$ cat src/rtl/sram_test_sequencer_if.sv
// Bus between the SRAM test sequencer and the SRAM basic controller.
// The sequencer is the master: it drives rw/addr/write data and reads back the registered data.
interface sram_test_sequencer_if #(
  parameter int ADDR_W = 19,
  parameter int DATA_W = 8
);
  logic              rw;
  logic [ADDR_W-1:0] addr;
  logic [DATA_W-1:0] data_f2s;
  logic [DATA_W-1:0] data_s2f_r;

  modport master (output rw, output addr, output data_f2s, input data_s2f_r);
  modport slave  (input rw, input addr, input data_f2s, output data_s2f_r);
endinterface

$ cat src/rtl/sram_test_sequencer.sv
// SRAM write/read-back tester: writes a seeded pattern to 0..ADDR_LAST, reads every
// location back, and reports pass/fail, a saturating error count and the first failing address.
module sram_test_sequencer #(
  parameter int                ADDR_W      = 19,
  parameter int                DATA_W      = 8,
  parameter logic [ADDR_W-1:0] ADDR_LAST   = ADDR_W'(19'h7FFFF),
  parameter int                WAIT_CYCLES = 2
) (
  input  logic                  clk,
  input  logic                  reset,
  input  logic                  start,
  input  logic [DATA_W-1:0]     seed,
  output logic                  busy,
  output logic                  done,
  output logic                  pass,
  output logic [15:0]           err_count,
  output logic [ADDR_W-1:0]     first_err_addr,
  sram_test_sequencer_if.master bus
);

  localparam logic [2:0] S_IDLE    = 3'd0;
  localparam logic [2:0] S_W_SETUP = 3'd1;
  localparam logic [2:0] S_W_PULSE = 3'd2;
  localparam logic [2:0] S_W_HOLD  = 3'd3;
  localparam logic [2:0] S_R_WAIT  = 3'd4;
  localparam logic [2:0] S_R_CMP   = 3'd5;
  localparam logic [2:0] S_DONE    = 3'd6;

  localparam logic [3:0] WAIT_C = 4'(WAIT_CYCLES);

  logic [2:0]        state_q, state_d;
  logic [3:0]        phase_q, phase_d;
  logic              rw_q, rw_d;
  logic [ADDR_W-1:0] addr_q, addr_d;
  logic [DATA_W-1:0] data_q, data_d;
  logic [DATA_W-1:0] seed_q, seed_d;
  logic              busy_q, busy_d;
  logic              done_q, done_d;
  logic              pass_q, pass_d;
  logic [15:0]       err_q, err_d;
  logic [ADDR_W-1:0] ferr_q, ferr_d;

  function automatic logic [DATA_W-1:0] exp_f(input logic [ADDR_W-1:0] a,
                                               input logic [DATA_W-1:0] s);
    return a[DATA_W-1:0] ^ s;
  endfunction

  always_comb begin
    state_d = state_q;
    phase_d = phase_q;
    rw_d    = rw_q;
    addr_d  = addr_q;
    data_d  = data_q;
    seed_d  = seed_q;
    busy_d  = busy_q;
    done_d  = done_q;
    pass_d  = pass_q;
    err_d   = err_q;
    ferr_d  = ferr_q;
    case (state_q)
      S_IDLE, S_DONE: begin
        rw_d   = 1'b1;
        addr_d = '0;
        if (state_q == S_IDLE) data_d = '0;
        if (start) begin
          seed_d  = seed;
          err_d   = '0;
          ferr_d  = '0;
          done_d  = 1'b0;
          pass_d  = 1'b0;
          busy_d  = 1'b1;
          data_d  = exp_f('0, seed);
          state_d = S_W_SETUP;
        end
      end
      S_W_SETUP: begin
        rw_d    = 1'b0;
        phase_d = 4'd1;
        state_d = S_W_PULSE;
      end
      S_W_PULSE: begin
        if (phase_q == WAIT_C) begin
          rw_d    = 1'b1;
          state_d = S_W_HOLD;
        end else begin
          phase_d = phase_q + 4'd1;
        end
      end
      S_W_HOLD: begin
        // Read-back starts at address 0 with write data parked at zero.
        if (addr_q == ADDR_LAST) begin
          addr_d  = '0;
          data_d  = '0;
          phase_d = 4'd1;
          state_d = S_R_WAIT;
        end else begin
          addr_d  = addr_q + ADDR_W'(1);
          data_d  = exp_f(addr_q + ADDR_W'(1), seed_q);
          state_d = S_W_SETUP;
        end
      end
      S_R_WAIT: begin
        if (phase_q == WAIT_C) state_d = S_R_CMP;
        else                   phase_d = phase_q + 4'd1;
      end
      S_R_CMP: begin
        if (bus.data_s2f_r != exp_f(addr_q, seed_q)) begin
          if (err_q == 16'd0)     ferr_d = addr_q;
          if (err_q != 16'hFFFF)  err_d  = err_q + 16'd1;
        end
        if (addr_q == ADDR_LAST) begin
          addr_d  = '0;
          busy_d  = 1'b0;
          done_d  = 1'b1;
          pass_d  = (err_d == 16'd0);
          state_d = S_DONE;
        end else begin
          addr_d  = addr_q + ADDR_W'(1);
          phase_d = 4'd1;
          state_d = S_R_WAIT;
        end
      end
      default: begin
        rw_d    = 1'b1;
        state_d = S_IDLE;
      end
    endcase
  end

  always_ff @(posedge clk) begin
    if (reset) begin
      state_q <= S_IDLE;
      phase_q <= '0;
      rw_q    <= 1'b1;
      addr_q  <= '0;
      data_q  <= '0;
      busy_q  <= 1'b0;
      done_q  <= 1'b0;
      pass_q  <= 1'b0;
      err_q   <= '0;
      ferr_q  <= '0;
    end else begin
      state_q <= state_d;
      phase_q <= phase_d;
      rw_q    <= rw_d;
      addr_q  <= addr_d;
      data_q  <= data_d;
      busy_q  <= busy_d;
      done_q  <= done_d;
      pass_q  <= pass_d;
      err_q   <= err_d;
      ferr_q  <= ferr_d;
    end
  end

  // The seed is only meaningful once a run has been accepted, so it is not reset.
  always_ff @(posedge clk) begin
    seed_q <= seed_d;
  end

  assign bus.rw         = rw_q;
  assign bus.addr       = addr_q;
  assign bus.data_f2s   = data_q;
  assign busy           = busy_q;
  assign done           = done_q;
  assign pass           = pass_q;
  assign err_count      = err_q;
  assign first_err_addr = ferr_q;

endmodule

$ cat src/flat_wrapper.sv
// flat-port wrapper written by rule: the top's interface ports become plain ports
module sram_test_sequencer_flat 
#(
  parameter int                ADDR_W      = 19,
  parameter int                DATA_W      = 8,
  parameter logic [ADDR_W-1:0] ADDR_LAST   = ADDR_W'(19'h7FFFF),
  parameter int                WAIT_CYCLES = 2
)
  (clk, reset, start, seed, busy, done, pass, err_count, first_err_addr, bus_rw, bus_addr, bus_data_f2s, bus_data_s2f_r);
  sram_test_sequencer_if #(.ADDR_W(ADDR_W), .DATA_W(DATA_W)) bus_i ();
  input  logic clk;
  input  logic reset;
  input  logic start;
  input  logic [DATA_W-1:0] seed;
  output logic busy;
  output logic done;
  output logic pass;
  output logic [15:0] err_count;
  output logic [ADDR_W-1:0] first_err_addr;
  output wire logic [$bits(bus_i.rw)-1:0] bus_rw;
  output wire logic [$bits(bus_i.addr)-1:0] bus_addr;
  output wire logic [$bits(bus_i.data_f2s)-1:0] bus_data_f2s;
  input wire logic [$bits(bus_i.data_s2f_r)-1:0] bus_data_s2f_r;
  assign bus_rw = bus_i.rw;
  assign bus_addr = bus_i.addr;
  assign bus_data_f2s = bus_i.data_f2s;
  assign bus_i.data_s2f_r = bus_data_s2f_r;
  sram_test_sequencer #(.ADDR_W(ADDR_W), .DATA_W(DATA_W), .ADDR_LAST(ADDR_LAST), .WAIT_CYCLES(WAIT_CYCLES)) u_core (.clk(clk), .reset(reset), .start(start), .seed(seed), .busy(busy), .done(done), .pass(pass), .err_count(err_count), .first_err_addr(first_err_addr), .bus(bus_i));
endmodule
$ cat config.mk
export PLATFORM = sky130hd
export DESIGN_NAME = sram_test_sequencer_flat
export DESIGN_NICKNAME = d
export VERILOG_FILES = /design/src/rtl/sram_test_sequencer_if.sv /design/src/rtl/sram_test_sequencer.sv /design/src/flat_wrapper.sv
export SDC_FILE = /design/constraint.sdc
export NUM_CORES = 1
export LEC_CHECK = 0
export BUFFER_PORTS_ARGS = -buffer_cell sky130_fd_sc_hd__buf_2
export CORE_MARGIN = 2
export CORE_UTILIZATION = 30
export CTS_CLUSTER_DIAMETER = 200
export DETAILED_ROUTE_END_ITERATION = 16
export GPL_ROUTABILITY_DRIVEN = 0
export GPL_TIMING_DRIVEN = 0
export HOLD_SLACK_MARGIN = 0.1
export PLACE_DENSITY = 0.54
export RECOVER_POWER = 50
export SLEW_MARGIN = 20
export SYNTH_ARGS = -nofsm -noshare
export SYNTH_HDL_FRONTEND = slang
export SYNTH_SLANG_ARGS = --single-unit
$ cat constraint.sdc
create_clock -name clk -period 5.3 [get_ports clk]
set_input_delay 0.265 -clock clk [delete_from_list [all_inputs] [get_ports clk]]
set_output_delay 0.265 -clock clk [all_outputs]
set_load 0.02 [all_outputs]
==> flow_metrics.env <==
export IMPL_status="finished clean"
export IMPL_cts_setup_buffers=0
export IMPL_syn_to_final_growth_pct=19.0
export IMPL_worstMarginPinSlew_ns=0.883
export IMPL_firstDrtPassIters=5
export IMPL_post_drt_wl_per_cell_um=16.3
export IMPL_postLayoutCellArea_um2=5380
export IMPL_start_util=0.309
export IMPL_cts_tree="built"
export IMPL_rr_startpoint="u_core.bus.addr[0]"
export IMPL_cts_max_level=3
export IMPL_leakagePower_nw=1.80
export IMPL_ys_seq_elements=81
export IMPL_via_per_inst=5.37
export IMPL_cp_slowest_cell="nor4_2"
export IMPL_stdcell_count=840
export IMPL_rows=44
export IMPL_synth_xor_area_share=0.0744
export IMPL_holdWs_ns=0.129
export IMPL_detail_route_iter0_violations=339
export IMPL_synthArstFlopShare=0
export IMPL_vias=4512
export IMPL_grt_pass1_vias=4168
export IMPL_slew_violations=0
export IMPL_drc_errors=0
export IMPL_setup_slack_ns=2.22
export IMPL_cts_made_buffers=9
export IMPL_place_ws_ns=2.26
export IMPL_root_buffer="clkbuf_16"
export IMPL_reg2reg_depth=8
export IMPL_finalHoldViolCount=0
export IMPL_critPathCapture="u_core.phase_q[1]"
export IMPL_yosys_area_share_adder=0.0166
export IMPL_rrSetupSlack_ns=2.22
export IMPL_grt_pass1_wl_um=22000
export IMPL_cts_sinks=81
export IMPL_crit_chain="ha_1, nand3_1, nor4_2, nand3_1, mux2_2, o22a_1, or3_1, a21oi_1"
export IMPL_synthSimpleGateAreaFrac=0.260
export IMPL_dp_hpwl_um=10200
export IMPL_crit_required_ns=5.57
export IMPL_antenna_found_initial=0
export IMPL_routed_top_layer="met4"
export IMPL_antennaDiodeCount=0
export IMPL_grt_max_degree=16
export IMPL_detail_route_antenna_nets=0
export IMPL_io_pins=85
export IMPL_worst_r2r_endpoint="u_core.phase_q[1]"
export IMPL_path_class="reg -> reg"
export IMPL_synth_top_area_share=0.323
export IMPL_core_region_area_um2=14600
export IMPL_finalSetupViolCount=0
export IMPL_netlist_area_um2=4520
export IMPL_clock_latency_ns=0.34
export IMPL_finish_utilization=0.368
export IMPL_grt_overflow_total=0
export IMPL_ys_types=64
export IMPL_dieWidth_um=127
export IMPL_power_mw=1.48
export IMPL_synth_compound_area_frac=0.212
export IMPL_max_stage_delay_ns=0.60
export IMPL_synthMuxAreaShare=0.00692
export IMPL_wl_met3_um=718
export IMPL_synth_edff_count=8
export IMPL_syn_nets=582
export IMPL_wl_met1_um=6430
export IMPL_die_y_um=127
export IMPL_grt_usage=0.170
export IMPL_rsz0062_at_grt="false"
export IMPL_syn_area_per_cell_um2=8.12
export IMPL_crit_path_end_kind="flip-flop"
export IMPL_fin_crit_sh=0.580
export IMPL_final_nets=676
export IMPL_synth_seq_area_share=0.376
export IMPL_yosys_warnings=0
export IMPL_ctsHoldBuffers=0
export IMPL_synth_top_family_by_area="simple AND/OR/NAND/NOR gates"
export IMPL_dp_cells=824
export IMPL_dieArea_um2=16100
export IMPL_p_per_area_nw_per_um2=275
export IMPL_relSlewSlack=0.411
export IMPL_fmax_mhz=325
export IMPL_finalSetupTns_ns=0
export IMPL_routed_wl_um=13700
export IMPL_hold_path_class="in -> reg"
export IMPL_start_kind="flip-flop"
export IMPL_maxCapViolCount=0
export IMPL_skew_ns=0.0107
export IMPL_fillerInstances=1592
export IMPL_startpoint="u_core.bus.addr[0]"
export IMPL_drive_gt1_frac=0.0671
export IMPL_peakVddDrop_uv=156
export IMPL_netlist_instances=557
export IMPL_dpl_instance_area_um2=5170
export IMPL_clock_path_buffers=2
export IMPL_synth_flop_cell="dfxtp_1"
export IMPL_cts_resized=0
export IMPL_wl_met2_um=6470
export IMPL_period_needed_ns=3.08
export IMPL_critPathArrivalTime_ns=3.34
export IMPL_clk_pin_slew_worst_paths_ns=0.06
export IMPL_synth_area_leaders="dfxtp_1, a21oi_1, edfxtp_1"
export IMPL_cp_max_fo=8
export IMPL_yosys_area_top_type="dfxtp_1"
export IMPL_worst_path_most_repeated_cell="nand3_1"
export IMPL_portBuffers=83
-- layer usage --
metal  up-vias  global-route usage
met5         -                   0
met4         0              0.0356
met3         9              0.0337
met2       140               0.279
met1      2151               0.234
li1       2212                   -
-- kinds of logic after synthesis --
logic type                 after synthesis
and+or+nand+nor                        234
AOI/OAI and AO/OA                      149
DFF                                     81
buffers and inverters                   55
xor gates and xnor gates                29
adders and majority gates                6
muxes                                    3
-- cell type report --
| class | instances | area, um^2 | share of cell area |
|---|---|---|---|
| tap | 184 | 230 | 0.0428 |
| buffer | 45 | 204 | 0.0379 |
| timing repair buffer | 83 | 324 | 0.0602 |
| sequential | 81 | 1700 | 0.316 |
| clock buffer | 10 | 239 | 0.0444 |
| inverter | 10 | 37.5 | 0.00697 |
| clock inverter | 6 | 66.3 | 0.0123 |
| multi-input combinational | 421 | 2580 | 0.479 |
-- registers in the layout (all words and copies together), names as in the netlist --
signal / flops
u_core.err_count: 16
u_core.seed_q: 8
u_core.pass: 1
u_core.phase_q: 4
u_core.busy: 1
u_core.done: 1
u_core.bus.data_f2s: 8
u_core.bus.addr: 19
u_core.bus.rw: 1
u_core.state_q: 3
u_core.first_err_addr: 19
-- cell usage in the layout (no fill, tap or decap), types with 3 or more instances in the layout --
cell       synthesis  layout
xnor2_1           15      15
dfxtp_1           73      73
buf_2              7      17
a22oi_1           11      11
nand2b_1           5       5
edfxtp_1           8       8
nor4_1             8       8
nand3_1           45      45
nand4_1            8       8
a311oi_1           7       7
a21oi_1           58      58
and3_1             6       6
clkbuf_16          0       9
nor3_1            11      11
o21ai_1            8       8
a31oi_1            4       4
nor2_1            52      52
clkbuf_1          30     104
nor2b_1            8       8
o21ai_0           22      22
buf_6              3       3
nor3b_1            9       9
or3_1              7       7
a211oi_1          13      13
nand3b_1           4       4
xnor3_1            6       6
and2_1             6       6
inv_1              8       8
nand2_1           54      54
xor2_1             8       8
buf_1              4       3
ha_1               6       6
and4_1             4       4
-- critical path: cells and delay by family, from the launching register on --
kind | cells | cell delay, ns
adder cells (fa/ha/maj) | 1 | 0.36
flip-flops | 1 | 0.51
multiplexers | 1 | 0.33
AO/OA/AOI/OAI | 2 | 0.40
AND/OR/NAND/NOR | 4 | 1.41
-- cell usage after synthesis, drive strengths merged, types with 5 or more instances --
master  number
and3         6
ha           6
xor2         8
nand3       45
nor3        11
edfxtp       8
a21oi       58
a311oi       8
clkbuf      30
nand2b       5
a211oi      15
xnor2       15
dfxtp       73
nor4         9
or3          7
xnor3        6
nor2b        8
and2         6
nand4        8
nor3b        9
inv          9
o21ai       30
buf         15
nor2        52
nand2       54
a22oi       11
-- power by group --
part / switching [mW] / leakage, nW / internal (mW)
sequential: 0.0131 / 0.667 / 0.639
clock: 0.262 / 0.149 / 0.379
combinational: 0.124 / 0.980 / 0.0618
total: 0.399 / 1.80 / 1.08
-- how the worst min path moves through the flow --
stage,from,to,depth (start not counted)
final,seed[1],u_core.seed_q[1],1
after global routing,seed[1],u_core.seed_q[1],1
after CTS,seed[7],u_core.seed_q[7],1
after detailed placement,u_core.first_err_addr[16],u_core.first_err_addr[16],2
after global placement,u_core.first_err_addr[3],u_core.first_err_addr[3],2
after floorplan,seed[0],u_core.seed_q[0],0
No activity file was read; power rests on OpenSTA's default activity.
